## src/rtl/morph_3x3_1bit.sv

```systemverilog
// Binary 3x3 erosion (AND) / dilation (OR) over a 1-bit window stream, 2-cycle latency.
// Optional feature macro: MORPH_BORDER_MASK_EN forces border beats to output 0.
module morph_3x3_1bit #(
    parameter logic [15:0] CNT_COL_MAX = 16'd1023,
    parameter logic [15:0] CNT_ROW_MAX = 16'd767
) (
    input  logic       clk,
    input  logic       rst,
    input  logic       mode,
    input  logic       win_en,
    input  logic [8:0] win_data,
    output logic       morph_en,
    output logic       morph_data,
    output logic       frame_done
);

    function automatic logic reduce3(input logic op, input logic [2:0] bits);
        logic res;
        case (op)
            1'b0:    res = &bits;
            1'b1:    res = |bits;
            default: res = 1'b0;
        endcase
        return res;
    endfunction

    logic [15:0] col_r;
    logic [15:0] row_r;
    logic [15:0] col_nxt_s;
    logic [15:0] row_nxt_s;
    logic        col_last_s;
    logic        row_last_s;
    logic        first_s;
    logic        mode_r;
    logic        mode_eff_s;
    logic [2:0]  red_s;
    logic [2:0]  red_r;
    logic        v1_r;
    logic        m1_r;
    logic        last1_r;
    logic        out_bit_s;
    logic        morph_en_r;
    logic        morph_data_r;
    logic        frame_done_r;
`ifdef MORPH_BORDER_MASK_EN
    logic        border_s;
    logic        b1_r;
`endif

    // Beat position decode and next counter values
    always_comb begin
        col_last_s = (col_r == CNT_COL_MAX);
        row_last_s = (row_r == CNT_ROW_MAX);
        first_s    = (col_r == 16'd0) && (row_r == 16'd0);
        col_nxt_s  = col_r;
        row_nxt_s  = row_r;
        if (col_last_s) begin
            col_nxt_s = 16'd0;
            if (row_last_s) begin
                row_nxt_s = 16'd0;
            end else begin
                row_nxt_s = row_r + 16'd1;
            end
        end else begin
            col_nxt_s = col_r + 16'd1;
            row_nxt_s = row_r;
        end
    end

    // The first beat of a frame already uses the freshly sampled mode
    always_comb begin
        mode_eff_s = mode_r;
        if (first_s) begin
            mode_eff_s = mode;
        end else begin
            mode_eff_s = mode_r;
        end
        red_s[2] = reduce3(mode_eff_s, win_data[8:6]);
        red_s[1] = reduce3(mode_eff_s, win_data[5:3]);
        red_s[0] = reduce3(mode_eff_s, win_data[2:0]);
    end

`ifdef MORPH_BORDER_MASK_EN
    // Border classification of the current beat
    always_comb begin
        border_s = (col_r == 16'd0) || col_last_s || (row_r == 16'd0) || row_last_s;
    end
`endif

    // Beat position counters, advanced only on accepted beats
    always_ff @(posedge clk or posedge rst) begin
        if (rst) begin
            col_r <= 16'd0;
            row_r <= 16'd0;
        end else if (win_en) begin
            col_r <= col_nxt_s;
            row_r <= row_nxt_s;
        end
    end

    // Frame mode latch, sampled only on the first beat of a frame
    always_ff @(posedge clk or posedge rst) begin
        if (rst) begin
            mode_r <= 1'b0;
        end else if (win_en && first_s) begin
            mode_r <= mode;
        end
    end

    // Stage 1: per-row reductions plus side-band flags
    always_ff @(posedge clk or posedge rst) begin
        if (rst) begin
            red_r   <= 3'b000;
            v1_r    <= 1'b0;
            m1_r    <= 1'b0;
            last1_r <= 1'b0;
        end else if (win_en) begin
            red_r   <= red_s;
            v1_r    <= 1'b1;
            m1_r    <= mode_eff_s;
            last1_r <= col_last_s && row_last_s;
        end else begin
            v1_r    <= 1'b0;
            last1_r <= 1'b0;
        end
    end

`ifdef MORPH_BORDER_MASK_EN
    // Stage 1 border flag
    always_ff @(posedge clk or posedge rst) begin
        if (rst) begin
            b1_r <= 1'b0;
        end else if (win_en) begin
            b1_r <= border_s;
        end
    end

    // Stage 2 value with border beats forced to background
    always_comb begin
        if (b1_r) begin
            out_bit_s = 1'b0;
        end else begin
            out_bit_s = reduce3(m1_r, red_r);
        end
    end
`else
    // Stage 2 value, raw reduction on every beat
    always_comb begin
        out_bit_s = reduce3(m1_r, red_r);
    end
`endif

    // Stage 2: output registers; data holds across bubbles
    always_ff @(posedge clk or posedge rst) begin
        if (rst) begin
            morph_en_r   <= 1'b0;
            morph_data_r <= 1'b0;
            frame_done_r <= 1'b0;
        end else begin
            morph_en_r   <= v1_r;
            frame_done_r <= v1_r && last1_r;
            if (v1_r) begin
                morph_data_r <= out_bit_s;
            end
        end
    end

    assign morph_en   = morph_en_r;
    assign morph_data = morph_data_r;
    assign frame_done = frame_done_r;

endmodule

```

## config.mk

```make
export PLATFORM = sky130hd
export DESIGN_NAME = morph_3x3_1bit
export DESIGN_NICKNAME = d
export VERILOG_FILES = /design/src/rtl/morph_3x3_1bit.sv
export SDC_FILE = /design/constraint.sdc
export NUM_CORES = 1
export LEC_CHECK = 0
export BUFFER_PORTS_ARGS = -buffer_cell sky130_fd_sc_hd__buf_2
export CELL_PAD_IN_SITES_DETAIL_PLACEMENT = 1
export CELL_PAD_IN_SITES_GLOBAL_PLACEMENT = 1
export CORE_ASPECT_RATIO = 0.6
export CORE_MARGIN = 3
export CORE_UTILIZATION = 42
export CTS_CLUSTER_DIAMETER = 40
export CTS_CLUSTER_SIZE = 12
export DETAILED_ROUTE_END_ITERATION = 12
export PLACE_DENSITY = 0.83
export SYNTH_ARGS = -nofsm -noshare
export SYNTH_HDL_FRONTEND = slang
export SYNTH_SLANG_ARGS = --single-unit
```

## constraint.sdc

```tcl
create_clock -name clk -period 4.8 [get_ports clk]
set_input_delay 0.96 -clock clk [delete_from_list [all_inputs] [get_ports clk]]
set_output_delay 0.96 -clock clk [all_outputs]
set_load 0.01 [all_outputs]
```

## Word-level counts from Yosys, hierarchy flattened

Index checks and enable logic that the tools add are counted.

| word-level totals | value |
|---|---|
| memories | 0 |
| bits in writable memories | 0 |
| bits in latches | 0 |
| input bits | 13 |
| memory bits (read-only) | 0 |
| flip-flop bits (word level) | 42 |

| operators by class | value |
|---|---|
| multipliers | 0 |
| bitwise logic cells | 2 |
| div/mod/pow operators | 0 |
| shifts and indexed selects | 0 |
| reductions and logical operators | 15 |
| multiplexer cells | 9 |
| add/subtract/negate cells | 2 |
| order comparisons | 0 |
| equal/unequal tests | 2 |

Operators with widths:

| cell | number |
|---|---|
| adder 16 x 1 -> 16 bit (second input constant) | 2 |
| equality test 16 x 10 -> 1 bit (second input constant) | 2 |
| logical NOT 16 bit | 2 |
| 2-to-1 mux 16 bit | 2 |
| AND reduction 3 bit | 4 |
| OR reduction 3 bit | 4 |
| case mux 1 bit (2 select lines) | 4 |
| logical AND 1 bit | 4 |
| 2-to-1 mux 1 bit | 3 |
| inverter 1 bit | 2 |
| AND reduction 2 bit | 1 |

## Depth between registers and ports, before layout

Gate-level depths: netlist (run 1).

| depth | value |
|---|---|
| depth in word-level cells | 5 |
| gate-level depth with buffers | 7 |
| gate-level depth less buffers | 7 |

## Worst setup path after synthesis (run 1)

Ideal clock, no wire load.

| path | value |
|---|---|
| path kind | input-to-reg |
| from | input port win_en |
| to | register row_r[8] |
| required time | 4.721 ns |
| arrival | 2.269 ns |
| setup slack | 2.451 ns |
| cell stages on the path | 7 |
| cell sequence | buf_4 -> and3_1 -> nand4_1 -> or2_1 -> buf_6 -> nor3_1 -> mux2i_1 |

| between the ends | value |
|---|---|
| longest elaborated chain between the ends | 1 |

Ends and longest elaborated chain:

| item | RTL line | text |
|---|---|---|
| from (decl) | 10 | `input logic win_en,` |
| AND reduction 2 bit (no source line) | n/a |  |
| to (signal assigned) | 97 | `row_r <= row_nxt_s;` |
| to (decl) | 28 | `logic [15:0] row_r;` |

No other way between the ends.
A chain may end at the register's enable or synchronous reset.

## Worst setup path in the final report (run 1)

| path | value |
|---|---|
| from | input port win_en |
| to | register row_r[3] |

Same word-level chain as after synthesis.

==> results of run 1 <==
==> per-stage QoR <==
step | instance area, um^2 | utilization [%]
6_report | 2320 | 49.8
5_1_grt | 2320 | 49.8
4_1_cts | 2320 | 49.8
3_5_place_dp | 2210 | 47.4
3_3_place_gp | 2210 | 47.4
2_1_floorplan | 2080 | -
==> synth_stat cells, types with 2 or more instances <==
cell type and instances:
sky130_fd_sc_hd__a21oi_1 3, sky130_fd_sc_hd__nand2_1 22, sky130_fd_sc_hd__mux2_2 3, sky130_fd_sc_hd__a31oi_1 3
sky130_fd_sc_hd__o21ai_0 4, sky130_fd_sc_hd__a22o_1 2, sky130_fd_sc_hd__ha_1 4, sky130_fd_sc_hd__xnor2_1 18
sky130_fd_sc_hd__nor3_1 5, sky130_fd_sc_hd__and3_1 5, sky130_fd_sc_hd__dfrtp_1 42, sky130_fd_sc_hd__nand4_1 9
sky130_fd_sc_hd__nor2b_1 2, sky130_fd_sc_hd__mux2i_1 2, sky130_fd_sc_hd__nor4_1 9, sky130_fd_sc_hd__clkbuf_1 2
sky130_fd_sc_hd__xor2_1 6, sky130_fd_sc_hd__and2_1 2, sky130_fd_sc_hd__nor2_1 19, sky130_fd_sc_hd__o32ai_1 3
sky130_fd_sc_hd__nand3_1 9, sky130_fd_sc_hd__o22ai_1 4, sky130_fd_sc_hd__inv_1 13
==> power by group through the flow <==
stage | clock network [mW] | registers [mW] | logic, mW
after floorplan | 0 | 0.410 | 0.0575
after global placement | 0 | 0.418 | 0.0741
after detailed placement | 0 | 0.419 | 0.0785
after CTS | 0.282 | 0.413 | 0.0799
after global routing | 0.303 | 0.421 | 0.0904
final | 0.274 | 0.414 | 0.0790
==> layer usage <==
metal / global-route usage [%] / up-vias / wire [um]
met5: 0 / - / 0
met4: 3.20 / 0 / 35
met3: 4.48 / 6 / 168
met2: 25.0 / 23 / 1800
met1: 26.1 / 781 / 2580
li1: - / 753 / -
==> cell families after synthesis <==
logic type / after synthesis
AND/OR/NAND/NOR: 90
flip-flops: 42
XOR/XNOR: 24
AO/OA/AOI/OAI: 22
buffers and inverters: 17
multiplexers: 5
adder cells (fa/ha/maj): 4
==> worst max path at each step <==
stage | from | end | slack (ns) | cells after the start
2_1_floorplan | win_en | row_r[8] | 2.45 | 7
3_3_place_gp | win_en | row_r[13] | 2.04 | 6
3_5_place_dp | win_en | row_r[3] | 1.95 | 6
4_1_cts | win_en | row_r[3] | 2.23 | 6
5_1_grt | win_en | row_r[3] | 2.03 | 6
6_report | win_en | row_r[3] | 2.20 | 6
==> layout make-up <==
class,count,area [um^2]
Clock buffer,6,72.6
Clock inverter,2,37.5
Fill cell,541,2340
Inverter,13,48.8
Multi-Input combinational cell,145,950
Sequential cell,42,1050
Tap cell,63,78.8
Timing Repair Buffer,16,82.6
==> out/summary.txt, run 1 <==
Area Overhead vs Synth: 11.8%
CP Cell Sequence: buf_2, and3_1, nand4_1, nor2_1, o21ai_0, a22o_1
Adder-cell share of the synthesized area: 2.41%
Max cap viols: 0
Clock network latency to the later pin of the worst-skew pair: 0.29 ns
DRT antenna net count: 0
Area share of the largest cell type after synthesis: 50.6%
Wire length of the first global-routing pass: 7980 um
Routed wire length: 4590 um
Post-synth top flop: sky130_fd_sc_hd__dfrtp_1
Antenna violations before repair: 0
Maximum VDD drop: 0.000173 V
Count of cell types in the netlist: 36
Post-synthesis mux area share: 2.59%
R2R Setup Slk: 2.49 ns
Portion of total power attributed to the clock network: 35.8%
Total overflow reported by the global router: 0
FF+latch count, synth: 42
Net count reported at finish: 240
Total chip power: 0.767 mW
Complex-gate fraction of the synthesized area: 7.23%
Avg Inst Size Synth: 10.2 um^2
Switching fraction of total power: 25.6%
Largest registers: col_r x16, row_r x16, red_r x3
Placement-stage worst setup slack: 1.95 ns
Final setup vio count: 0
Hold wc startpoint: v1_r
Worst rel slew slack: 50.5%
Data required, critical path: 4.98 ns
Number of buffers on the longest clock path: 2
Switching power summed over all nets: 0.196 mW
Start of the worst register-to-register path: row_r[12]
Max-slew violation count: 0
Worst reg-to-reg path cell count: 5
Post-CTS Setup Inserts: 0
Worst hold stages: 0
Number of resized instances in the post-cts repair step: 0
Number of global-route vias before repair: 1625
HP Class: flop to flop
Mapped Nets: 221
Vertical die dimension: 60.5 um
Num Clock Sinks: 42
Endpoint class of the critical path: flop
Full die area: 0.00585 mm^2
DRT Pass-1 Iters: 4
Count of buffers inserted at the top-level ports: 15
DR vias/cell: 5.45
Standard cell with the maximum stage delay on the critical path: sky130_fd_sc_hd__nor2_1
Post-Syn Instances: 204
Xor/xnor cell area share of the yosys netlist: 10.1%
Number of diodes: 0
Register area share after synthesis: 50.6%
Reg power frac: 53.9%
Proportion of synthesized flip-flops having asynchronous set or reset: 100%
1st-iter DRT viols: 53
Critical path buffer and inverter count: 1
Endpoint of the worst hold-timing path: morph_en
Leading cell types in the layout, fill and taps excluded: 42 x sky130_fd_sc_hd__dfrtp_1, 22 x sky130_fd_sc_hd__nand2_1, 19 x sky130_fd_sc_hd__nor2_1, 18 x sky130_fd_sc_hd__xnor2_1, 15 x sky130_fd_sc_hd__buf_2
Internal Pwr Total: 0.571 mW
Core box area: 0.00466 mm^2
Dominant cells by area after synthesis: sky130_fd_sc_hd__dfrtp_1 51%, sky130_fd_sc_hd__xnor2_1 7.6%, sky130_fd_sc_hd__nand2_1 4.0%
Drt drc: 0
Worst Hold Margin: 0.426 ns
Peak fanout along the critical path: 20
Ports placed on the boundary: 16
Count of yosys warnings during synthesis: 0
Min Clock Period, post-route: 2.60 ns
Power per Cell Area: 330 mW/mm^2
Maximum frequency from static timing analysis: 385 MHz
Worst-Margin Slew: 0.736 ns
Average wire per cell in the routed design: 16.0 um
Maximum number of pins on one net before global-route repair: 32
Clock Skews: 0.00678 ns
Root Buffer: sky130_fd_sc_hd__clkbuf_8
Routability cong.: 0.758
Detail Placement HPWL: 3560 um
Category of the worst setup path launch point: primary input
Status: finished, final reports clean
Final worst path period share: 54.1%
Starting density of the core: 44.5%
Largest stage delay on the critical path: 0.49 ns
Main combinational cell family by area after synthesis: simple AND/OR/NAND/NOR gates
Final Hold Fails: 0
Share of cells above drive strength 1: 14.3%
TritonCTS clock tree: yes
Number of enable-type register cells in the synthesized netlist: 0
Via count: 1563
Htree depth: 2
Cell taking the most area after synthesis: sky130_fd_sc_hd__dfrtp_1
Site Rows: 19
Overall routing resource usage: 17.2%
Post-Route Setup TNS: 0 ns
Worst-path clk slew: 0.08 ns
Cell total after placement: 279
Mapped cell area: 0.00208 mm^2
RSZ-0062 raised after global routing: false
Crit path arrival time: 2.77 ns
Static leakage: 1.06 nW
Type of the worst setup path: primary input to flop
Post-route non-filler standard cell count: 287
Commonest non-fill, non-tap cell in the layout: sky130_fd_sc_hd__dfrtp_1
Final critical-path setup slack: 2.20 ns
CTS Buf Count: 5
CTS hold repair buffers: 0
Family with the most delay on the worst path: simple AND/OR/NAND/NOR gates
Reg-to-Reg End: red_r[2]
Combinational fraction of design power: 10.3%
Chip Width: 96.8 um
Simple-gate share of the synthesized area: 23.4%
Power figures use the tool's default switching activity.
==> inputs of run 2 (changes only) <==
clock period = 2.4 ns   (was 4.8 ns; I/O delays follow)
==> run 2 against run 1 <==
Against the previous run:
- combinational power up 110%
- sequential power up 100%
- wire length up 10%
- via count up 3.5%
- count of clock-buffer cells in the layout down 1
- worst setup slack worse by 2.0 ns
- core utilization up 1.6 points
- critical path depth unchanged
- worst hold slack worse by 0.26 ns
- die area unchanged
- global-route usage up 1.9 points
==> out/summary.txt, run 2 (same netlist as run 1, synthesis figures left out) <==
Clock network latency to the later pin of the worst-skew pair: 0.30 ns
Vertical die dimension: 60.5 um
Worst Hold Margin: 0.168 ns
Area Overhead vs Synth: 15.5%
TritonCTS clock tree: yes
Net count reported at finish: 244
Root Buffer: sky130_fd_sc_hd__clkbuf_8
Peak fanout along the critical path: 6
CTS Buf Count: 5
Clock Skews: 0.0144 ns
Final standard cell area without fillers: 0.00240 mm^2
Ports placed on the boundary: 16
Core box area: 0.00466 mm^2
Total cell area at the placement stage: 0.00225 mm^2
Chip Width: 96.8 um
Number of diodes: 0
CTS hold repair buffers: 0
RSZ-0062 raised after global routing: false
Overall routing resource usage: 19.1%
1st-iter DRT viols: 59
Full die area: 0.00585 mm^2
Final worst path period share: 91.4%
Crit path arrival time: 2.42 ns
Share of cells above drive strength 1: 16.7%
Largest registers: col_r x16, row_r x16, red_r x3
Detail Placement HPWL: 3660 um
DRT Pass-1 Iters: 4
Static leakage: 1.10 nW
Maximum VDD drop: 0.000326 V
Worst-Margin Slew: 0.458 ns
Final critical-path setup slack: 0.205 ns
Wire length of the first global-routing pass: 8800 um
Start point of the critical path: col_r[1]
Site Rows: 19
Post-Route Setup TNS: 0 ns
Drt drc: 0
Final Hold Fails: 0
Min Clock Period, post-route: 2.19 ns
Final setup vio count: 0
Total chip power: 1.68 mW
Start of the worst register-to-register path: col_r[1]
Routability cong.: 0.814
Via count: 1617
Commonest non-fill, non-tap cell in the layout: sky130_fd_sc_hd__dfrtp_1
HP Class: primary input to asynchronous set/reset pin
Routed wire length: 5060 um
Leading cell types in the layout, fill and taps excluded: 42 x sky130_fd_sc_hd__dfrtp_1, 22 x sky130_fd_sc_hd__nand2_1, 19 x sky130_fd_sc_hd__nor2_1, 18 x sky130_fd_sc_hd__xnor2_1, 15 x sky130_fd_sc_hd__buf_2
Type of the worst setup path: flop to flop
Starting density of the core: 44.5%
Data required, critical path: 2.62 ns
Total overflow reported by the global router: 0
Number of global-route vias before repair: 1759
Worst rel slew slack: 69.2%
Max-slew violation count: 0
Num Clock Sinks: 42
Number of buffers on the longest clock path: 2
Power per Cell Area: 700 mW/mm^2
Max cap viols: 0
DR vias/cell: 5.56
Maximum frequency from static timing analysis: 456 MHz
Count of buffers inserted at the top-level ports: 15
Maximum number of pins on one net before global-route repair: 34
Endpoint class of the critical path: flop
DRT antenna net count: 0
Antenna violations before repair: 0
Htree depth: 2
Worst-path clk slew: 0.09 ns
Category of the worst setup path launch point: flop
Average wire per cell in the routed design: 17.4 um
Status: finished, final reports clean
Placement-stage worst setup slack: 0.256 ns
## run 2: changes by cell type in the layout (fill, tap and decap cells not counted), sizes merged
cell / delta
clkbuf: -1
bufinv: +1
clkinv: +1
clkinvlp: -1
buf: +4
## run 2: per-stage QoR
| stage | utilization [%] | instances |
|---|---|---|
| final | 51.5 | 291 |
| after global routing | 51.5 | 291 |
| after CTS | 51.3 | 291 |
| after detailed placement | 48.4 | 283 |
| after global placement | 48.4 | 283 |
| after floorplan | - | 204 |
## run 2: where the power goes
part / leakage [nW] / internal, mW / switching, mW
sequential: 0.545 / 0.759 / 0.0713
clock: 0.0683 / 0.417 / 0.263
combinational: 0.490 / 0.0753 / 0.0921
## run 2: cell type report
class,count,area [um^2]
Timing Repair Buffer,20,125
Clock inverter,3,68.8
Sequential cell,42,1050
Clock buffer,5,68.8
Multi-Input combinational cell,145,956
Inverter,13,48.8
Tap cell,63,78.8
Fill cell,540,2260
## run 2: timing repair
| action | in CTS | in global routing |
|---|---|---|
| endpoints found under the setup margin | 0 | 1 |
| resized for setup | 0 | 1 |
| buffers inserted | 0 | 0 |
## run 2: layer usage
| layer | vias to the layer above | global-route usage, % | part of all wire (%) |
|---|---|---|---|
| met4 | 0 | 4.80 | 0.26 |
| met3 | 2 | 4.71 | 4.2 |
| li1 | 764 | - | - |
| met2 | 32 | 31.6 | 46 |
| met1 | 819 | 25.9 | 50 |
| met5 | - | 0 | 0 |
## run 2: critical path, stage by stage, from the launching register on
cell and delay [ns]:
sky130_fd_sc_hd__dfrtp_1 0.39, sky130_fd_sc_hd__ha_1 0.21, sky130_fd_sc_hd__and3_1 0.32, sky130_fd_sc_hd__nand4_1 0.29, sky130_fd_sc_hd__or2_1 0.42, sky130_fd_sc_hd__nor3_1 0.28, sky130_fd_sc_hd__mux2i_1 0.20
## run 2: path summary, 6_finish.rpt
check                            end  slack (ns)  cells after the start
min in group clk            morph_en        0.42                      0
max in group asynchronous   col_r[7]        1.71                      3
setup reg to reg            row_r[8]        0.21                      6
hold reg to reg             morph_en        0.42                      0
hold / removal             row_r[10]        0.17                      2
setup / recovery            row_r[8]        0.21                      6
==> inputs of run 3 (changes only) <==
GPL_ROUTABILITY_DRIVEN = 0   (was not set)
REMOVE_ABC_BUFFERS = 1   (was not set)
==> run 3 against run 2 <==
Against the previous run:
- total power down 9.0%
- die area unchanged
- critical path depth down 1
- cell area down 1.7%
==> out/summary.txt, run 3 (same netlist as run 1, synthesis figures left out) <==
TritonCTS clock tree: yes
Net count reported at finish: 244
Data required, critical path: 2.58 ns
Average wire per cell in the routed design: 17.4 um
RSZ-0062 raised after global routing: false
Via count: 1600
Site Rows: 19
Final Hold Fails: 0
Drt drc: 0
R2R Setup Slk: 0.18 ns
Number of diodes: 0
Category of the worst setup path launch point: flop
Htree depth: 2
Type of the worst setup path: flop to flop
Final standard cell area without fillers: 0.00236 mm^2
Start point of the critical path: row_r[12]
Number of global-route vias before repair: 1754
Total cell area at the placement stage: 0.00224 mm^2
Num Clock Sinks: 42
Starting density of the core: 44.5%
DRT antenna net count: 0
Clock network latency to the later pin of the worst-skew pair: 0.30 ns
CP Cell Sequence: nor4_1, nand4_1, o31a_1, o32ai_1, a31oi_1
Core box area: 0.00466 mm^2
Standard cell with the maximum stage delay on the critical path: sky130_fd_sc_hd__nor4_1
Total chip power: 1.53 mW
Overall routing resource usage: 19.1%
Worst reg-to-reg path cell count: 5
CTS hold repair buffers: 0
Max-slew violation count: 0
DR vias/cell: 5.50
Chip Width: 96.8 um
Final critical-path setup slack: 0.183 ns
Number of buffers on the longest clock path: 2
Count of buffers inserted at the top-level ports: 15
Power per Cell Area: 648 mW/mm^2
Placement-stage worst setup slack: 0.236 ns
Final setup vio count: 0
Post-CTS Setup Inserts: 0
Total overflow reported by the global router: 0
Min Clock Period, post-route: 2.22 ns
Maximum VDD drop: 0.000349 V
Post-route non-filler standard cell count: 291
Cell total after placement: 283
Commonest non-fill, non-tap cell in the layout: sky130_fd_sc_hd__dfrtp_1
Vertical die dimension: 60.5 um
Area Overhead vs Synth: 13.6%
Crit path arrival time: 2.39 ns
Ports placed on the boundary: 16
Critical path buffer and inverter count: 0
Post-Route Setup TNS: 0 ns
Area of the multi-input gates: 956 um^2
Static leakage: 1.08 nW
Maximum number of pins on one net before global-route repair: 33
DRT Pass-1 Iters: 4
Clock Skews: 0.00691 ns
Maximum frequency from static timing analysis: 451 MHz
Wire length of the first global-routing pass: 8610 um
Family with the most delay on the worst path: simple AND/OR/NAND/NOR gates
Max cap viols: 0
Peak fanout along the critical path: 7
Endpoint class of the critical path: flop
1st-iter DRT viols: 55
CTS Buf Count: 5
Antenna violations before repair: 0
Fill cell count: 545
Status: finished, final reports clean
Worst-path clk slew: 0.08 ns
Worst-Margin Slew: 0.553 ns
Detail Placement HPWL: 3720 um
Leading cell types in the layout, fill and taps excluded: 42 x sky130_fd_sc_hd__dfrtp_1, 22 x sky130_fd_sc_hd__nand2_1, 19 x sky130_fd_sc_hd__nor2_1, 18 x sky130_fd_sc_hd__xnor2_1, 15 x sky130_fd_sc_hd__buf_2
Share of cells above drive strength 1: 16.7%
Routed wire length: 5060 um
Sequential cell area in the final layout: 0.00105 mm^2
Reg-to-Reg End: red_r[1]
Root Buffer: sky130_fd_sc_hd__clkbuf_8
Largest stage delay on the critical path: 0.54 ns
Largest registers: col_r x16, row_r x16, red_r x3
Final worst path period share: 92.4%
Full die area: 0.00585 mm^2
Worst rel slew slack: 62.8%
Number of resized instances in the post-cts repair step: 0
Start of the worst register-to-register path: row_r[12]
HP Class: primary input to asynchronous set/reset pin
run 3: cell type report:
cell class	instances	area share [%]
sequential	42	44.6
multi-input combinational	145	40.6
inverter	13	2.07
tap	63	3.34
timing repair buffer	20	4.78
clock buffer	8	4.67
run 3: worst reg2reg max path: cells and delay by family, from the launching register on:
| family | cells | cell delay [ns] |
|---|---|---|
| AND/OR/NAND/NOR | 2 | 0.84 |
| AO/OA/AOI/OAI | 3 | 0.83 |
| flip-flops | 1 | 0.44 |
run 3: where the power goes:
group	internal [mW]	leakage, nW	total (mW)	switching (mW)
registers	0.759	0.545	0.828	0.0687
clock network	0.291	0.0575	0.535	0.244
logic	0.0726	0.482	0.164	0.0916
run 3: routing by layer:
| layer | track usage, % | routed length [um] | up-vias |
|---|---|---|---|
| li1 | - | - | 759 |
| met2 | 33.3 | 2400 | 14 |
| met5 | 0 | 0 | - |
| met4 | 4.20 | 26 | 0 |
| met3 | 4.25 | 121 | 3 |
| met1 | 25.2 | 2510 | 824 |
run 3: worst max-delay path by stage:
| stage | end | slack, ns | depth (start not counted) |
|---|---|---|---|
| after floorplan | red_r[1] | 0.62 | 7 |
| after global placement | row_r[13] | 0.27 | 6 |
| after detailed placement | row_r[12] | 0.24 | 6 |
| after CTS | row_r[13] | 0.07 | 6 |
| after global routing | row_r[12] | 0.01 | 6 |
| final | red_r[1] | 0.18 | 5 |
run 3: metrics by stage:
step	util, %	hold slack, ns
after global placement	48.1	0.391
after global routing	50.6	0.121
after floorplan	-	0.375
final	50.6	0.104
after CTS	50.5	0.0994
after detailed placement	48.1	0.396
